$ cat src/rtl/fixed_point_divider_param.sv
// Sequential restoring divider for Qm.FRAC operands.
// One quotient bit per clock, with saturation and divide-by-zero flags.
module fixed_point_divider_param #(
   parameter int WIDTH  = 10,
   parameter int FRAC   = 5,
   parameter int SIGNED = 0
) (
   input  logic             clk,
   input  logic             rst,
   input  logic             start,
   input  logic             ld_a,
   input  logic             ld_b,
   input  logic [WIDTH-1:0] a_in,
   input  logic [WIDTH-1:0] b_in,
   output logic [WIDTH-1:0] q,
   output logic             ov,
   output logic             dz,
   output logic             busy,
   output logic             done
);

   localparam int N  = WIDTH + FRAC;
   localparam int CW = $clog2(N + 1);

   localparam logic [N-1:0] POS_MAX =
      {{(N-WIDTH+1){1'b0}}, {(WIDTH-1){1'b1}}};
   localparam logic [N-1:0] NEG_MAX = POS_MAX + 1'b1;

   localparam logic [WIDTH-1:0] Q_MAX = {1'b0, {(WIDTH-1){1'b1}}};
   localparam logic [WIDTH-1:0] Q_MIN = {1'b1, {(WIDTH-1){1'b0}}};
   localparam logic [WIDTH-1:0] Q_ONE = '1;

   typedef enum logic [1:0] {
      S_IDLE,
      S_CALC,
      S_FIX
   } state_t;

   state_t           state;
   logic [WIDTH-1:0] a_reg;
   logic [WIDTH-1:0] b_reg;
   logic [WIDTH-1:0] b_mag;
   logic [WIDTH-1:0] rem;
   logic [N-1:0]     dvd;
   logic [CW-1:0]    count;
   logic             neg;
   logic             dz_p;

   logic             a_neg;
   logic             b_neg;
   logic [WIDTH-1:0] a_mag;
   logic [WIDTH-1:0] b_mag_new;
   logic [WIDTH:0]   rem_sh;
   logic [WIDTH-1:0] rem_sub;
   logic             take;
   logic [WIDTH-1:0] q_nxt;
   logic             ov_nxt;

   // Operand magnitudes and signs from the stored registers
   always_comb begin
      a_neg     = (SIGNED != 0) && a_reg[WIDTH-1];
      b_neg     = (SIGNED != 0) && b_reg[WIDTH-1];
      a_mag     = a_neg ? -a_reg : a_reg;
      b_mag_new = b_neg ? -b_reg : b_reg;
   end

   // One restoring step: the low WIDTH bits suffice after subtraction
   always_comb begin
      rem_sh  = {rem, dvd[N-1]};
      take    = (rem_sh >= {1'b0, b_mag});
      rem_sub = rem_sh[WIDTH-1:0] - b_mag;
   end

   // Final quotient with sign restore and saturation
   always_comb begin
      q_nxt  = dvd[WIDTH-1:0];
      ov_nxt = 1'b0;
      if (dz_p) begin
         ov_nxt = 1'b1;
         if (SIGNED == 0)
            q_nxt = Q_ONE;
         else
            q_nxt = neg ? Q_MIN : Q_MAX;
      end else if (SIGNED == 0) begin
         if ((dvd >> WIDTH) != '0) begin
            ov_nxt = 1'b1;
            q_nxt  = Q_ONE;
         end
      end else if (neg) begin
         if (dvd > NEG_MAX) begin
            ov_nxt = 1'b1;
            q_nxt  = Q_MIN;
         end else begin
            q_nxt  = -dvd[WIDTH-1:0];
         end
      end else if (dvd > POS_MAX) begin
         ov_nxt = 1'b1;
         q_nxt  = Q_MAX;
      end
   end

   // Control FSM, datapath registers and registered outputs
   always_ff @(posedge clk or negedge rst) begin
      if (!rst) begin
         state <= S_IDLE;
         a_reg <= '0;
         b_reg <= '0;
         b_mag <= '0;
         rem   <= '0;
         dvd   <= '0;
         count <= '0;
         neg   <= 1'b0;
         dz_p  <= 1'b0;
         q     <= '0;
         ov    <= 1'b0;
         dz    <= 1'b0;
         busy  <= 1'b0;
         done  <= 1'b0;
      end else begin
         done <= 1'b0;
         unique case (state)
            S_IDLE: begin
               if (ld_a) a_reg <= a_in;
               if (ld_b) b_reg <= b_in;
               if (start) begin
                  busy <= 1'b1;
                  if (b_reg == '0) begin
                     dz_p  <= 1'b1;
                     neg   <= a_neg;
                     state <= S_FIX;
                  end else begin
                     dz_p  <= 1'b0;
                     neg   <= a_neg ^ b_neg;
                     dvd   <= N'(a_mag) << FRAC;
                     rem   <= '0;
                     b_mag <= b_mag_new;
                     count <= CW'(N);
                     state <= S_CALC;
                  end
               end
            end
            S_CALC: begin
               dvd   <= {dvd[N-2:0], take};
               rem   <= take ? rem_sub : rem_sh[WIDTH-1:0];
               count <= count - 1'b1;
               if (count == CW'(1)) state <= S_FIX;
            end
            S_FIX: begin
               q     <= q_nxt;
               ov    <= ov_nxt;
               dz    <= dz_p;
               done  <= 1'b1;
               busy  <= 1'b0;
               state <= S_IDLE;
            end
            default: state <= S_IDLE;
         endcase
      end
   end

endmodule

$ cat config.mk
export PLATFORM = sky130hd
export DESIGN_NAME = fixed_point_divider_param
export DESIGN_NICKNAME = d
export VERILOG_FILES = /design/src/rtl/fixed_point_divider_param.sv
export SDC_FILE = /design/constraint.sdc
export NUM_CORES = 1
export LEC_CHECK = 0
export CORE_MARGIN = 2
export CORE_UTILIZATION = 56
export DETAILED_ROUTE_END_ITERATION = 8
export GPL_TIMING_DRIVEN = 1
export PLACE_DENSITY = 0.88
export SLEW_MARGIN = 20
export SYNTH_ARGS = -nofsm -noshare
export SYNTH_HDL_FRONTEND = slang
export SYNTH_SLANG_ARGS = --single-unit
export TNS_END_PERCENT = 50
$ cat constraint.sdc
create_clock -name clk -period 2.2 [get_ports clk]
set_clock_uncertainty 0.05 [all_clocks]
set_input_delay 0.22 -clock clk [delete_from_list [all_inputs] [get_ports clk]]
set_output_delay 0.22 -clock clk [all_outputs]
set_load 0.01 [all_outputs]
Word-level counts from Yosys, hierarchy flattened
Cells that the tools add are included.

word-level totals
  bits in registers = 76
  input bits = 25

operators by class
  $add $sub $neg = 2
  $lt $le $gt $ge = 1
  eq/ne operators = 6
  muxes and demuxes = 22
  bitwise operators = 1
  reductions and logical operators = 12

operator list
  cell                 number
  $mux 10              5
  $mux 15              2
  $pmux 15 s2          1
  $pmux 10 s2          1
  $reduce_bool 15->1   1
  $ge 11x10->1         1
  $logic_not 10->1     1
  $reduce_and 2->1     5
  $sub 10x10->10       1
  $mux 4               2
  $pmux 4 s2           1
  $mux 2               3
  $ne 2x2->1 const B   3
  $reduce_and 3->1     2
  $mux 1               5
  $eq 4x1->1 const B   1
  $pmux 2 s2           1
  $reduce_bool 2->1    2
  $sub 4x1->4 const B  1
  $eq 2x1->1 const B   1
  $eq 2x2->1 const B   1
  $logic_not 2->1      1
  $pmux 1 s2           1
  $not 1->1            1

Longest topological paths before layout
Gate-level depths: netlist of run 1.

  depth in word-level cells = 4
  mapped depth = 9
  depth with buffers taken out = 9

Worst setup path after synthesis of run 1
No wires, ideal clock.

  path type = register -> register
  start = register dvd[14]
  end = register rem[6]
  arrival = 1.832 ns
  data required time = 2.019 ns
  setup slack = 0.188 ns
  stages on the path, launching flop included = 10
  cells stage by stage = dfrtp_1 > inv_1 > ha_1 > fa_1 > or2b_1 > a211oi_1 > o21a_1 > o21ai_0 > nand4_1 > o211ai_1

on the way
  cells in the longest elaborated chain, start to end = 3
  elaborated cells on any way between the ends = 4
  those cells by class = add/sub (1); order compare (1); mux (2)

RTL lines
  element                                                RTL line  text
  start: declaration                                     44        logic [N-1:0] dvd;
  start signal: assignment                               134       dvd <= N'(a_mag) << FRAC;
  start signal: assignment                               143       dvd <= {dvd[N-2:0], take};
  $sub 10x10->10 / $ge 11x10->1 (equally long branches)  71, 70
  $mux 10 (*)                                            144       rem <= take ? rem_sub : rem_sh[WIDTH-1:0];
  $pmux 10 s2 (*)                                        121       unique case (state)
  end signal: assignment                                 144
  end: declaration                                       43        logic [WIDTH-1:0] rem;

Mark *: on every way between the ends. The rest lies on a longest branch, timed or not.
A chain may end at the register's enable or synchronous reset.

Final worst setup path of run 1
  start = register rem[1]
  end = register rem[2]

on the way
  cells in the longest elaborated chain, start to end = 3
  elaborated cells on any way between the ends = 4
  those cells by class = add/sub (1); order compare (1); mux (2)

RTL lines
  element                                                RTL line
  $sub 10x10->10 / $ge 11x10->1 (equally long branches)  71, 70
  $mux 10 (*)                                            144
  $pmux 10 s2 (*)                                        121

Marks and branches as above.

==> results.md, run 1 <==
- Syn. warnings: 0
- WL met1: roughly 3.5 mm
- Violated checks: setup timing
- Cell Area, Synth: 0.00358 sq mm
- I/O Buffers: 38
- Die Span X: 83.9 um
- GPL Wtd Cong: 0.914
- Critical Path End Type: flop
- Tmin final: 2.20 ns
- Die H: about 84 um
- Placeable Area: 0.00628 sq mm
- Hold Violations, Final: 0
- CTS tree: built
- Slew Limit Fails: 0
- WL per Instance: 18.6 um
- Number of enable flip-flop cells after synthesis: 0
- Worst-margin pin slew: 0.896 ns
- Setup WS post-layout: -0.00354 ns
- Critical path data required time: 2.34 ns
- Most frequent cells after synthesis: 76 x dfrtp_1, 40 x nand2_1, 37 x nor2_1, 31 x o21ai_0, 21 x mux2_2
- N_diodes: 0
- Drt initial violations: 240
- GR Overflow Total: 0
- Synth Flop Type: dfrtp_1
- Layout cells sized above 1: 0.177
- Final cycle utilization of the critical path: 1.00
- Status: finished with violations
- RSZ-0062 raised after global routing: yes
- Setup tns final: -0.00354 ns
- Kind of critical path: flop to flop
- CP Max Fanout: 6
- Avg Cell Area, Syn: around 10 sq um
- Synth area leaders: dfrtp_1 53%, mux2_2 6.6%, mux2i_1 4.5%
- Total Power: 8.27 mW
- Async set-or-reset flop fraction in the synthesized netlist: 1.00
- Worst r2r src: rem[1]
- Pwr Density: between 1500 and 2000 mW/mm^2
- Clock latency on the worst-skew pair: 0.36 ns
- CP Launch Point: rem[1]
- Final instance area: 0.00455 sq mm
- # clock sinks: between 70 and 80
- Num CTS Buffers: 9
- Post-DP Area: just over 0.004 sq mm
- Vias per cell: 6.03
- Max-Cap Viols: 0
- Unique masters post-synth: approximately 40
- IO Count: 39
- Final setup fails: 1
- DP HPWL: 5.49 mm
- Fin nets: about 430
- Die area: 0.00705 sq mm
- Routed WL: 8.76 mm
- Register bit total from synthesis: 76
- P&R area growth vs syn: 27.1%
- Share of the yosys chip area belonging to registers: 0.531
- DRC viols: 0
- Peak Freq: about 450 MHz
- Antenna violations before repair: 0
- CTS Buffer Depth: 2
- Vias in the first global route: 2810
- Yosys top cell by area: dfrtp_1
- H-Tree Depth: 3
- Routed vias: 2848
- Leakage: 1.97 nW
- Metal3 WL: 348 um
- DP Worst Slack: -0.0194 ns
- Drt pass-1 iters: 5
- Top cell type's share of synthesized area: 0.531
- First-pass GRT wire length: around 14 mm
- Cells after Synth: 343
- Syn Nets: 381
- Worst VDD drop: 0.000992 V
- Relative slew margins: 0.402
- Startpoint Class: flop
- Initial core utilization: 0.570
- Metal2 WL: 4.57 mm
- CTS clk-pin slew, worst paths: 0.08 ns
- Post-route antenna net violation count: 0
- Top sig layer: met4
- Critical Path AT: 2.35 ns
- Worst Hold Class: input port to asynchronous set/reset pin
- Largest net degree at the start of global routing: 46
- # rows: 29
- Count leader, synth: dfrtp_1
- Total track usage: 0.246
- Clock root buffer: clkbuf_8
power by group:
part           total, mW  internal, mW  switching [mW]
Sequential          2.60          2.07           0.527
Clock               1.36         0.820           0.544
Combinational       4.31          2.12            2.19
timing repair:
| item | CTS | global route |
|---|---|---|
| gates resized for setup | 2 | 24 |
| pin swaps | 0 | 7 |
| setup endpoints to repair | 1 | 9 |
| hold buffers | 1 | 0 |
| hold endpoints to repair | 53 | 0 |
| cloned | 0 | 1 |
| setup buffers | 0 | 3 |
cells by family (layout without fill, tap and decap cells):
family | after synthesis | count (layout) | synth area share
muxes | 37 | 37 | 0.111
DFF | 76 | 76 | 0.531
adders and majority gates | 13 | 13 | 0.0476
xor gates and xnor gates | 7 | 7 | 0.0171
and+or+nand+nor | 103 | 103 | 0.125
AOI/OAI and AO/OA | 73 | 73 | 0.128
buffers and inverters | 34 | 86 | 0.0402
per-layer routing:
metal	up-vias	track usage
li1	1279	-
met1	1451	0.312
met2	90	0.425
met3	28	0.0346
met4	0	0.0997
met5	-	0
layout by cell type, fill, tap and decap left out, types with 2 or more instances in the layout:
cell             instances
mux2i_1                 16
bufinv_16                3
buf_4                    9
xor2_1                   2
nand3_1                  2
clkdlybuf4s50_1         37
nand2_1                 40
a211oi_2                 2
nor4_1                   4
inv_1                   18
a31oi_1                  3
nor2b_1                  2
ha_1                     4
dfrtp_1                 76
clkbuf_8                11
nand2b_1                 4
nand4_1                  3
buf_12                   2
a22o_1                   6
a21oi_2                  2
mux2_2                  21
o21ai_0                 30
and2_1                   3
a21oi_1                 16
nor2_1                  37
xnor2_1                  5
nor3_1                   4
ha_4                     8
worst max-delay path, stage by stage (launching register included):
cell and delay [ns]:
dfrtp_1 0.43, ha_4 0.33, o211ai_4 0.10, a21oi_4 0.18
o2111ai_4 0.17, a41oi_4 0.34, buf_12 0.17, mux2i_1 0.18
o21ai_0 0.09
flip-flops by register name, summed over array words and instances (netlist names), 2 cells and up:
name	flops
a_mag	10
b_mag	10
b_mag_new	10
count	4
dvd	15
q	10
rem	10
state	2
per-stage QoR:
| step | hold slack, ns | instances | utilization |
|---|---|---|---|
| floorplan | -0.126 | 343 | - |
| global placement | 0.0464 | 451 | 0.648 |
| detailed placement | 0.0480 | 451 | 0.648 |
| CTS | 0.201 | 468 | 0.692 |
| global route | 0.244 | 472 | 0.725 |
| finish | 0.232 | 472 | 0.725 |
worst paths after layout:
kind | slack (ns) | to | cells past startpoint
setup / recovery | -0.004 | rem[2] | 8
hold / removal | 0.23 | b_mag_new[5] | 2
setup reg to reg | -0.004 | rem[2] | 8
hold reg to reg | 0.45 | dvd[14] | 2
max in group asynchronous | 1.28 | rem[0] | 3
min in group clk | 0.42 | a_mag[6] | 2
layout make-up:
class                   count  area (sq um)
fillers                   383          1730
multi-input cells         233          1700
well taps                  77          96.3
repair buffers             51           518
inverters                  19          71.3
clock inverters             5           106
flip-flops and latches     76          1900
clock buffers              11           151
Power figures use the tool's default switching activity.
==> run 2, diff against run 1 <==
CTS_CLUSTER_SIZE = 16   (was default)
SETUP_SLACK_MARGIN = 0.4   (was default)
==> run 2 against run 1 <==
Effect of this change: the run now ends clean; worst setup slack improved by 0.033 ns; clock-buffer cell count is the same; critical path depth rose by 1; cell count increased by 3.8%; routed wire length decreased by 1.5%; die area did not move; worst hold slack improved by 0.11 ns; sequential cell count stayed put; combinational power up 12%; global-route usage shrank 0.17 points; critical endpoint is now rem[6].
==> results.md, run 2 (synthesis gave the netlist of run 1 again) <==
- Die H: 83.9 um
- Drt initial violations: 228
- Startpoint Class: flop
- Clock share of power: 0.125
- Vias in the first global route: roughly 2800
- CTS tree: built
- IO Count: 39
- Multi-input logic area: 0.00177 sq mm
- Vias per cell: 5.88
- Slew Limit Fails: 0
- I/O Buffers: 38
- Peak Freq: 461 MHz
- H-Tree Depth: 3
- CTS clk-pin slew, worst paths: 0.08 ns
- Tmin final: 2.17 ns
- Clock latency on the worst-skew pair: 0.35 ns
- Reg2reg path depth: 9
- Final setup fails: 0
- Layout cells sized above 1: 0.249
- Most common cell after layout, fill and taps aside: dfrtp_1
- DP HPWL: 5.18 mm
- Kind of critical path: flop to flop
- Worst VDD drop: roughly 0.0011 V
- P&R area growth vs syn: 30.7%
- Antenna violations before repair: 0
- WL per Instance: 17.6 um
- Critical Path AT: 2.38 ns
- Net Switching: around 3.4 mW
- Reg with most FFs: dvd
- N_diodes: 0
- Setup tns final: 0 ns
- Largest net degree at the start of global routing: 55
- Critical Path End Type: flop
- GPL Wtd Cong: ~0.87
- Relative slew margins: 0.541
- Leakage: 2.03 nW
- Worst hold slack: 0.340 ns
- Total Power: 8.46 mW
- # rows: 29
- Clock root buffer: clkbuf_8
- Initial core utilization: 0.570
- Pwr Density: between 1500 and 2000 mW/mm^2
- Drt pass-1 iters: 5
- Logic pwr share: 0.569
- Total track usage: 0.244
- Routed vias: 2882
- CP Max Fanout: 3
- RSZ-0062 raised after global routing: yes
- Int Pwr: 5.05 mW
- # clock sinks: 76
- Die area: ~0.0070 sq mm
- CTS Buffer Depth: 2
- Most frequent cells in the layout: 75 x dfrtp_1, 39 x nand2_1, 37 x clkdlybuf4s50_1, 36 x nor2_1, 24 x o21ai_0
- Placeable Area: 0.00628 sq mm
- Max reg flops: 15
- Fin nets: roughly 450
- Max-Cap Viols: 0
- Setup WS post-layout: 0.0292 ns
- First-pass GRT wire length: 13.5 mm
- FF/Latch Area: 0.00190 sq mm
- Worst Hold Class: input port to asynchronous set/reset pin
- Post-route antenna net violation count: 0
- Share of power burned in registers: 0.307
- Hold Violations, Final: 0
- # fillers: about 390
- Critical path data required time: 2.41 ns
- Die Span X: 83.9 um
- Num CTS Buffers: 9
- Worst-margin pin slew: 0.689 ns
- Post-Route Utilization: 0.745
- DP Worst Slack: roughly 0.076 ns
- Routed WL: ~8.6 mm
- DRC viols: 0
- Sw frac: 0.403
- Status: complete, no violations
- Final cycle utilization of the critical path: 0.987
- GR Overflow Total: 0
run 2: changes by cell type in the layout (fill, tap and decap cells not counted), sizes merged:
cell    previous run  this run
buf               12        31
bufinv             3         1
clkbuf            12        11
clkinv             0         2
run 2: per-layer routing:
metal	up-vias	GRT usage	wire, um
met3	26	0.0485	398
met2	114	0.384	4350
met5	-	0	0
li1	1313	-	-
met4	0	0.116	232
met1	1429	0.328	3650
run 2: area by class of cell:
| type | count | share of cell area |
|---|---|---|
| Sequential cell | 76 | 0.407 |
| Clock buffer | 11 | 0.0281 |
| Clock inverter | 5 | 0.0128 |
| Inverter | 19 | 0.0158 |
| Tap cell | 77 | 0.0206 |
| Multi-Input combinational cell | 233 | 0.378 |
| Timing Repair Buffer | 69 | 0.138 |
run 2: repair_timing:
| action | in CTS | in global routing |
|---|---|---|
| hold buffers | 1 | 0 |
| pin swaps | 9 | 11 |
| buffers inserted | 12 | 9 |
| resized for setup | 17 | 30 |
| setup endpoints to repair | 28 | 41 |
| hold endpoints to repair | 22 | 0 |
run 2: power groups by stage:
stage / Combinational [mW] / Clock (mW) / Sequential [mW]
after floorplan: 2.68 / 0 / 2.48
after global placement: 3.43 / 0 / 2.52
after detailed placement: 3.60 / 0 / 2.55
after CTS: 4.03 / 1.06 / 2.55
after global routing: 5.18 / 1.12 / 2.68
final: 4.81 / 1.06 / 2.60
run 2: path summary, 6_finish.rpt:
kind                          start           end  slack (ns)
setup / recovery             rem[0]        rem[6]        0.03
hold / removal                  rst  b_mag_new[3]        0.34
setup reg to reg             rem[0]        rem[6]        0.03
hold reg to reg            a_mag[5]      a_mag[5]        0.46
max in group asynchronous       rst        rem[2]        1.10
min in group clk            b_in[2]  b_mag_new[2]        0.43
run 2: per-stage QoR:
| stage | area [sq um] | instances |
|---|---|---|
| floorplan | 3640 | 343 |
| global placement | 4130 | 452 |
| detailed placement | 4130 | 452 |
| CTS | 4490 | 481 |
| global route | 4680 | 490 |
| finish | 4680 | 490 |
run 2: critical path: stages (launching register included):
cell,delay [ns]
dfrtp_1,0.45
buf_6,0.14
inv_4,0.04
fa_2,0.37
or2b_1,0.29
a211oi_2,0.27
o21a_1,0.17
or3_1,0.10
nand4_1,0.09
o211ai_1,0.11
